### src/rtl/ex_muldiv_unit_pkg.sv
// Shared definitions for the EX-stage iterative multiply/divide unit:
// funct encodings, FSM state type and funct decode helpers.
package ex_muldiv_unit_pkg;

    localparam logic [5:0] FunctMthi  = 6'h11;
    localparam logic [5:0] FunctMtlo  = 6'h13;
    localparam logic [5:0] FunctMult  = 6'h18;
    localparam logic [5:0] FunctMultu = 6'h19;
    localparam logic [5:0] FunctDiv   = 6'h1A;
    localparam logic [5:0] FunctDivu  = 6'h1B;

    typedef enum logic [1:0] {
        StIdle = 2'd0,
        StIter = 2'd1,
        StFix  = 2'd2,
        StDone = 2'd3
    } state_e;

    function automatic logic is_muldiv(input logic [5:0] funct);
        return (funct == FunctMult) || (funct == FunctMultu) ||
               (funct == FunctDiv)  || (funct == FunctDivu);
    endfunction

    function automatic logic is_div_op(input logic [5:0] funct);
        return (funct == FunctDiv) || (funct == FunctDivu);
    endfunction

    function automatic logic is_signed_op(input logic [5:0] funct);
        return (funct == FunctMult) || (funct == FunctDiv);
    endfunction

endpackage

### src/rtl/ex_muldiv_unit_if.sv
// Pipeline-side connection of the multiply/divide unit: id_ex operands and
// control in, stall/done and the architectural HI/LO registers out.
interface ex_muldiv_unit_if #(
    parameter int unsigned BUS_SIZE = 32
);
    logic                i_enable;
    logic                i_flush;
    logic                i_start;
    logic [5:0]          i_funct;
    logic [BUS_SIZE-1:0] i_bus_a;
    logic [BUS_SIZE-1:0] i_bus_b;
    logic                o_stall;
    logic                o_done;
    logic                o_div_by_zero;
    logic [BUS_SIZE-1:0] o_hi;
    logic [BUS_SIZE-1:0] o_lo;

    modport master (
        output i_enable, i_flush, i_start, i_funct, i_bus_a, i_bus_b,
        input  o_stall, o_done, o_div_by_zero, o_hi, o_lo
    );

    modport slave (
        input  i_enable, i_flush, i_start, i_funct, i_bus_a, i_bus_b,
        output o_stall, o_done, o_div_by_zero, o_hi, o_lo
    );
endinterface

### src/rtl/ex_muldiv_unit.sv
// Iterative MULT/MULTU/DIV/DIVU unit owning HI/LO. Magnitudes are processed one bit
// per cycle (shift-add / restoring division), then a FIX cycle applies the signs.
module ex_muldiv_unit
    import ex_muldiv_unit_pkg::*;
#(
    parameter int unsigned BUS_SIZE = 32
) (
    input  logic             i_clk,
    input  logic             i_reset,
    ex_muldiv_unit_if.slave  bus
);

    localparam int unsigned W    = BUS_SIZE;
    localparam int unsigned CntW = (W > 1) ? $clog2(W) : 1;

    state_e           state_q, state_d;
    logic [CntW-1:0]  cnt_q, cnt_d;
    logic [2*W-1:0]   acc_q, acc_d;
    logic [W-1:0]     opnd_q, opnd_d;
    logic [W-1:0]     hi_q, hi_d, lo_q, lo_d;
    logic             is_div_q, is_div_d;
    logic             neg_res_q, neg_res_d;
    logic             neg_rem_q, neg_rem_d;
    logic             div0_q, div0_d;

    logic             op_signed, op_div, start_muldiv;
    logic [W-1:0]     abs_a, abs_b;
    logic [W:0]       add_sum;
    logic [W:0]       rem_sh;
    logic [W-1:0]     rem_diff;
    logic             sub_ok;
    logic [2*W-1:0]   prod_fixed;

    function automatic logic [W-1:0] neg_if(input logic [W-1:0] v, input logic neg);
        return neg ? -v : v;
    endfunction

    assign op_signed    = is_signed_op(bus.i_funct);
    assign op_div       = is_div_op(bus.i_funct);
    assign start_muldiv = bus.i_start && is_muldiv(bus.i_funct);
    assign abs_a        = (op_signed && bus.i_bus_a[W-1]) ? -bus.i_bus_a : bus.i_bus_a;
    assign abs_b        = (op_signed && bus.i_bus_b[W-1]) ? -bus.i_bus_b : bus.i_bus_b;

    // acc holds {partial product hi, multiplier} for mul and {remainder, quotient} for div
    assign add_sum    = {1'b0, acc_q[2*W-1:W]} + {1'b0, opnd_q};
    assign rem_sh     = acc_q[2*W-1:W-1];
    assign sub_ok     = rem_sh >= {1'b0, opnd_q};
    assign rem_diff   = rem_sh[W-1:0] - opnd_q;
    assign prod_fixed = neg_res_q ? -acc_q : acc_q;

    always_comb begin
        state_d   = state_q;
        cnt_d     = cnt_q;
        acc_d     = acc_q;
        opnd_d    = opnd_q;
        hi_d      = hi_q;
        lo_d      = lo_q;
        is_div_d  = is_div_q;
        neg_res_d = neg_res_q;
        neg_rem_d = neg_rem_q;
        div0_d    = div0_q;

        if (bus.i_enable) begin
            unique case (state_q)
                StIdle: begin
                    if (bus.i_start && !bus.i_flush) begin
                        if (bus.i_funct == FunctMthi) begin
                            hi_d = bus.i_bus_a;
                        end else if (bus.i_funct == FunctMtlo) begin
                            lo_d = bus.i_bus_a;
                        end else if (start_muldiv) begin
                            state_d   = StIter;
                            cnt_d     = CntW'(W - 1);
                            is_div_d  = op_div;
                            neg_res_d = op_signed && (bus.i_bus_a[W-1] ^ bus.i_bus_b[W-1]);
                            neg_rem_d = op_signed && bus.i_bus_a[W-1];
                            div0_d    = op_div && (bus.i_bus_b == '0);
                            opnd_d    = op_div ? abs_b : abs_a;
                            acc_d     = {{W{1'b0}}, (op_div ? abs_a : abs_b)};
                        end
                    end
                end
                StIter: begin
                    if (bus.i_flush) begin
                        state_d = StIdle;
                    end else begin
                        if (is_div_q) begin
                            acc_d = {(sub_ok ? rem_diff : rem_sh[W-1:0]), acc_q[W-2:0], sub_ok};
                        end else if (acc_q[0]) begin
                            acc_d = {add_sum, acc_q[W-1:1]};
                        end else begin
                            acc_d = {1'b0, acc_q[2*W-1:1]};
                        end
                        if (cnt_q == '0) begin
                            state_d = StFix;
                        end else begin
                            cnt_d = cnt_q - CntW'(1);
                        end
                    end
                end
                StFix: begin
                    if (bus.i_flush) begin
                        state_d = StIdle;
                    end else begin
                        state_d = StDone;
                        if (!is_div_q) begin
                            {hi_d, lo_d} = prod_fixed;
                        end else if (div0_q) begin
                            // divisor 0 leaves remainder = |a|; re-signing restores raw a
                            lo_d = '1;
                            hi_d = neg_if(acc_q[2*W-1:W], neg_rem_q);
                        end else begin
                            lo_d = neg_if(acc_q[W-1:0], neg_res_q);
                            hi_d = neg_if(acc_q[2*W-1:W], neg_rem_q);
                        end
                    end
                end
                StDone: begin
                    state_d = StIdle;
                end
            endcase
        end
    end

    always_ff @(posedge i_clk or negedge i_reset) begin
        if (!i_reset) begin
            state_q   <= StIdle;
            cnt_q     <= '0;
            acc_q     <= '0;
            opnd_q    <= '0;
            hi_q      <= '0;
            lo_q      <= '0;
            is_div_q  <= 1'b0;
            neg_res_q <= 1'b0;
            neg_rem_q <= 1'b0;
            div0_q    <= 1'b0;
        end else begin
            state_q   <= state_d;
            cnt_q     <= cnt_d;
            acc_q     <= acc_d;
            opnd_q    <= opnd_d;
            hi_q      <= hi_d;
            lo_q      <= lo_d;
            is_div_q  <= is_div_d;
            neg_res_q <= neg_res_d;
            neg_rem_q <= neg_rem_d;
            div0_q    <= div0_d;
        end
    end

    assign bus.o_stall       = ((state_q == StIdle) && start_muldiv) ||
                               (state_q == StIter) || (state_q == StFix);
    assign bus.o_done        = (state_q == StDone);
    assign bus.o_div_by_zero = (state_q == StDone) && div0_q;
    assign bus.o_hi          = hi_q;
    assign bus.o_lo          = lo_q;

endmodule
### src/flat_wrapper.sv
// flat-port wrapper written by rule: the top's interface ports become plain ports
module ex_muldiv_unit_flat import ex_muldiv_unit_pkg::*;
#(
    parameter int unsigned BUS_SIZE = 32
)
  (i_clk, i_reset, bus_i_enable, bus_i_flush, bus_i_start, bus_i_funct, bus_i_bus_a, bus_i_bus_b, bus_o_stall, bus_o_done, bus_o_div_by_zero, bus_o_hi, bus_o_lo);
  ex_muldiv_unit_if #(.BUS_SIZE(BUS_SIZE)) bus_i ();
  input  logic i_clk;
  input  logic i_reset;
  input wire logic [$bits(bus_i.i_enable)-1:0] bus_i_enable;
  input wire logic [$bits(bus_i.i_flush)-1:0] bus_i_flush;
  input wire logic [$bits(bus_i.i_start)-1:0] bus_i_start;
  input wire logic [$bits(bus_i.i_funct)-1:0] bus_i_funct;
  input wire logic [$bits(bus_i.i_bus_a)-1:0] bus_i_bus_a;
  input wire logic [$bits(bus_i.i_bus_b)-1:0] bus_i_bus_b;
  output wire logic [$bits(bus_i.o_stall)-1:0] bus_o_stall;
  output wire logic [$bits(bus_i.o_done)-1:0] bus_o_done;
  output wire logic [$bits(bus_i.o_div_by_zero)-1:0] bus_o_div_by_zero;
  output wire logic [$bits(bus_i.o_hi)-1:0] bus_o_hi;
  output wire logic [$bits(bus_i.o_lo)-1:0] bus_o_lo;
  assign bus_i.i_enable = bus_i_enable;
  assign bus_i.i_flush = bus_i_flush;
  assign bus_i.i_start = bus_i_start;
  assign bus_i.i_funct = bus_i_funct;
  assign bus_i.i_bus_a = bus_i_bus_a;
  assign bus_i.i_bus_b = bus_i_bus_b;
  assign bus_o_stall = bus_i.o_stall;
  assign bus_o_done = bus_i.o_done;
  assign bus_o_div_by_zero = bus_i.o_div_by_zero;
  assign bus_o_hi = bus_i.o_hi;
  assign bus_o_lo = bus_i.o_lo;
  ex_muldiv_unit #(.BUS_SIZE(BUS_SIZE)) u_core (.i_clk(i_clk), .i_reset(i_reset), .bus(bus_i));
endmodule
### config.mk
export PLATFORM = sky130hd
export DESIGN_NAME = ex_muldiv_unit_flat
export DESIGN_NICKNAME = d
export VERILOG_FILES = /design/src/rtl/ex_muldiv_unit_pkg.sv /design/src/rtl/ex_muldiv_unit_if.sv /design/src/rtl/ex_muldiv_unit.sv /design/src/flat_wrapper.sv
export SDC_FILE = /design/constraint.sdc
export NUM_CORES = 1
export LEC_CHECK = 0
export BUFFER_PORTS_ARGS = -buffer_cell sky130_fd_sc_hd__buf_4
export CORE_UTILIZATION = 44
export CTS_CLUSTER_SIZE = 16
export DETAILED_ROUTE_END_ITERATION = 8
export HOLD_SLACK_MARGIN = 0.12
export RECOVER_POWER = 50
export SLEW_MARGIN = 10
export SYNTH_ARGS = -nofsm -noshare
export SYNTH_HDL_FRONTEND = slang
export SYNTH_SLANG_ARGS = --single-unit
### constraint.sdc
create_clock -name i_clk -period 7.5 [get_ports i_clk]
set_input_delay 0 -clock i_clk [delete_from_list [all_inputs] [get_ports i_clk]]
set_output_delay 0 -clock i_clk [all_outputs]
set_load 0.01 [all_outputs]
==> reports/results.ini <==
[setup_path]
crit_family = buffers and inverters
required_ns = 7.04
crit_type = primary input to async pin
critPathLaunchType = primary input
slowest_delay_ns = 3.11
r2r-end = u_core.acc_q[41]
crit_chain = dlygate4sd3_1 -> dlygate4sd3_1 -> clkbuf_1 -> clkbuf_1
rrSetupSlack_ns = 3.08
critPathSlowestCell = clkbuf_1
cp_num_buf_inv = 4
critical_path_arrival_ns = 4.51
cp-end-kind = async pin
r2r_start = u_core.acc_q[47]
critPathMaxFanout = 74
cp-startpoint = i_reset
reg2regPathDepth = 10

[sta]
max_slew_margin_pct = -192.0
max_freq_mhz = 201.3
rsz0062_at_grt = false
fin_setup_tns_ns = 0
worst_pin_slew_ns = 4.379
hold_viol_final = 0
post-route-min-period_ns = 4.968
skew_ns = 0.02077
setup_violations = 0
setup_ws_ns = 2.532
finalCritPeriodShare_pct = 66.24
slew_violations = 174

[grt]
grt.total_usage_pct = 35.93
grt_max_degree = 76
grt_pass1_wl_um = 98170
grt_pass1_vias = 15690
antenna_found_initial = 1
grt_overflow_total = 0

[yosys]
yosys_warnings = 0
netlist_area_mm2 = 0.01575
synth_top_area_share_pct = 27.17
synth-seq-area-share_pct = 27.17
yosys.area.top_type = dfrtp_1
ys_top_cells_by_count = 276 x nand2_1, 205 x nor2_1, 199 x o21ai_0
synth_area_leaders = dfrtp_1 27%, nand2_1 6.6%, o21ai_0 6.3%
synth_ff_type = dfrtp_1
synth-async-reset-ratio_pct = 100.0
netlist-cell-type-count = 80
synth_most_common_cell = nand2_1
syn_nets = 2242
synth_edf_count = 0
synthCells = 2095
avgSynthCellArea_um2 = 7.517
ys_ff_latch = 171

[drt]
num_vias = 16890
route.antenna.remaining_nets = 0
drc_errors = 0
drtIter0Drc = 2004
vias_per_cell = 6.321
drt_pass1_iterations = 8
wire_per_inst_um = 24.51
wirelength_um = 65490

[floorplanning]
io_pins = 142
start_util_pct = 45.14
die_h_um = 191.2
rows = 68
die_area_mm2 = 0.03655
core_area_mm2 = 0.03488
die_w_um = 191.2

[min_path]
hold_depth = 5
hp-start = bus_i_bus_b[17]
hp-class = primary input to register
min_to = u_core.opnd_q[17]

[pwr]
vdd_drop_max_mv = 0.1766
intPower_mw = 1.978
seqPwrFrac_pct = 37.3
powerDensity_mw_per_mm2 = 189.0
comb_power_share_pct = 36.5
p_sw_mw = 1.427
p_clk_share_pct = 26.2
swShare_pct = 41.91
leakagePower_nw = 7.735
finalPower_mw = 3.405

[flow_run]
max-cap-violations = 3

[cells_and_area]
area_growth_pct = 14.38
drive_above_1_share_pct = 8.029
finalNetCount = 2351
diodes = 0
stdcell_count = 2672

[clocking]
clockBufferDepth = 2
cts_resized = 0
cts_hold_buf = 68
clock_latency_ns = 0.47
cts_tree = built
htreeDepth = 4
clk_pin_slew_ns = 0.07
cts-root-buf = clkbuf_16
post-cts-setup-buffer-count = 0
cts_sinks = 171
cts_inserted_buffers = 17

[place]
dp.final_hpwl_um = 48990
place_inst = 2572
io_buffers = 141
place.gp.congestion = 0.9965
place_ws_ns = 3.281

[run_status]
failed_checks = capacitance limit, slew limit
status = complete, but fails checks

## power by group through the flow
stage,Clock [mW],Sequential (mW),Combinational [mW]
after CTS,0.901,1.25,1.25
final,0.893,1.27,1.24
after global placement,0,1.27,1.21
after detailed placement,0,1.27,1.21
after floorplan,0,1.20,0.808
after global routing,0.932,1.28,1.35
## worst register-to-register path: stages, from the launching register on
cell	delay, ns
dfrtp_1	0.57
ha_1	0.48
nand2_1	0.14
nor4_1	0.69
o2111ai_1	0.30
a311oi_1	0.74
o31a_1	0.41
nor2_2	0.14
buf_4	0.24
o311a_1	0.37
o31ai_1	0.24
## routing by layer
| metal | part of all wire, % | track usage [%] |
|---|---|---|
| met1 | 44 | 50.64 |
| met2 | 42 | 53.02 |
| met3 | 11 | 7.564 |
| met4 | 3.8 | 14.07 |
| met5 | 0.13 | 1.786 |
## worst max-delay path by stage
| stage | endpoint | cells past startpoint |
|---|---|---|
| 2_1_floorplan | u_core.bus.o_hi[30] | 13 |
| 3_3_place_gp | u_core.bus.o_hi[12] | 9 |
| 3_5_place_dp | u_core.bus.o_hi[8] | 9 |
| 4_1_cts | u_core.bus.o_hi[8] | 9 |
| 5_1_grt | u_core.acc_q[51] | 4 |
| 6_report | u_core.acc_q[63] | 4 |
## final cells by class
type / instances / area (um^2)
Clock buffer: 19 / 442.9
Inverter: 61 / 229.0
Tap cell: 455 / 569.3
Fill cell: 3471 / 16870
Multi-Input combinational cell: 1716 / 10700
Sequential cell: 171 / 4280
Clock inverter: 13 / 107.6
Timing Repair Buffer: 237 / 1688
## through the flow
stage          cell area (um^2)  hold WS (ns)  util (%)
2_1_floorplan             15750       -0.2956         -
3_3_place_gp              17050      -0.08914     48.87
3_5_place_dp              17050      -0.09258     48.87
4_1_cts                   18290        0.1203     52.42
5_1_grt                   18010        0.1509     51.64
6_report                  18010        0.1499     51.64
## layout by cell type (no fill, tap or decap), types with 27 or more instances in the layout
master,synthesis,final
mux2i_1,44,44
or3_1,28,27
a21oi_1,135,135
nand2_1,276,274
clkbuf_1,132,70
a31oi_1,42,42
nor2_1,205,204
o21ai_0,199,199
dlygate4sd3_1,0,67
xnor2_1,109,109
o211ai_1,30,30
o22ai_1,35,35
ha_1,70,70
a21o_1,38,38
nor3_1,43,42
nand3_1,54,54
o31ai_1,30,29
inv_1,60,60
buf_4,0,101
xor2_1,56,56
dfrtp_1,171,170
a211oi_1,32,32
## state kept, by name (all words and copies together), names as in the netlist
signal            count
u_core.cnt_q          5
u_core.bus.o_lo      32
u_core.bus.o_hi      32
u_core.state_q        2
u_core.acc_q         64
u_core.opnd_q        32
u_core.neg_res_q      1
u_core.is_div_q       1
u_core.div0_q         1
u_core.neg_rem_q      1
## cells by family (layout without fill, tap and decap cells)
logic type | Yosys count | after routing | synth area share (%)
buffers and inverters | 208 | 330 | 5.101
AND/OR/NAND/NOR | 758 | 758 | 22.38
adder cells (fa/ha/maj) | 72 | 72 | 5.816
multiplexers | 54 | 54 | 3.512
AO/OA/AOI/OAI | 667 | 667 | 26.84
XOR/XNOR | 165 | 165 | 9.177
flip-flops | 171 | 171 | 27.17
Note: power is estimated with default switching activity, not from simulation.
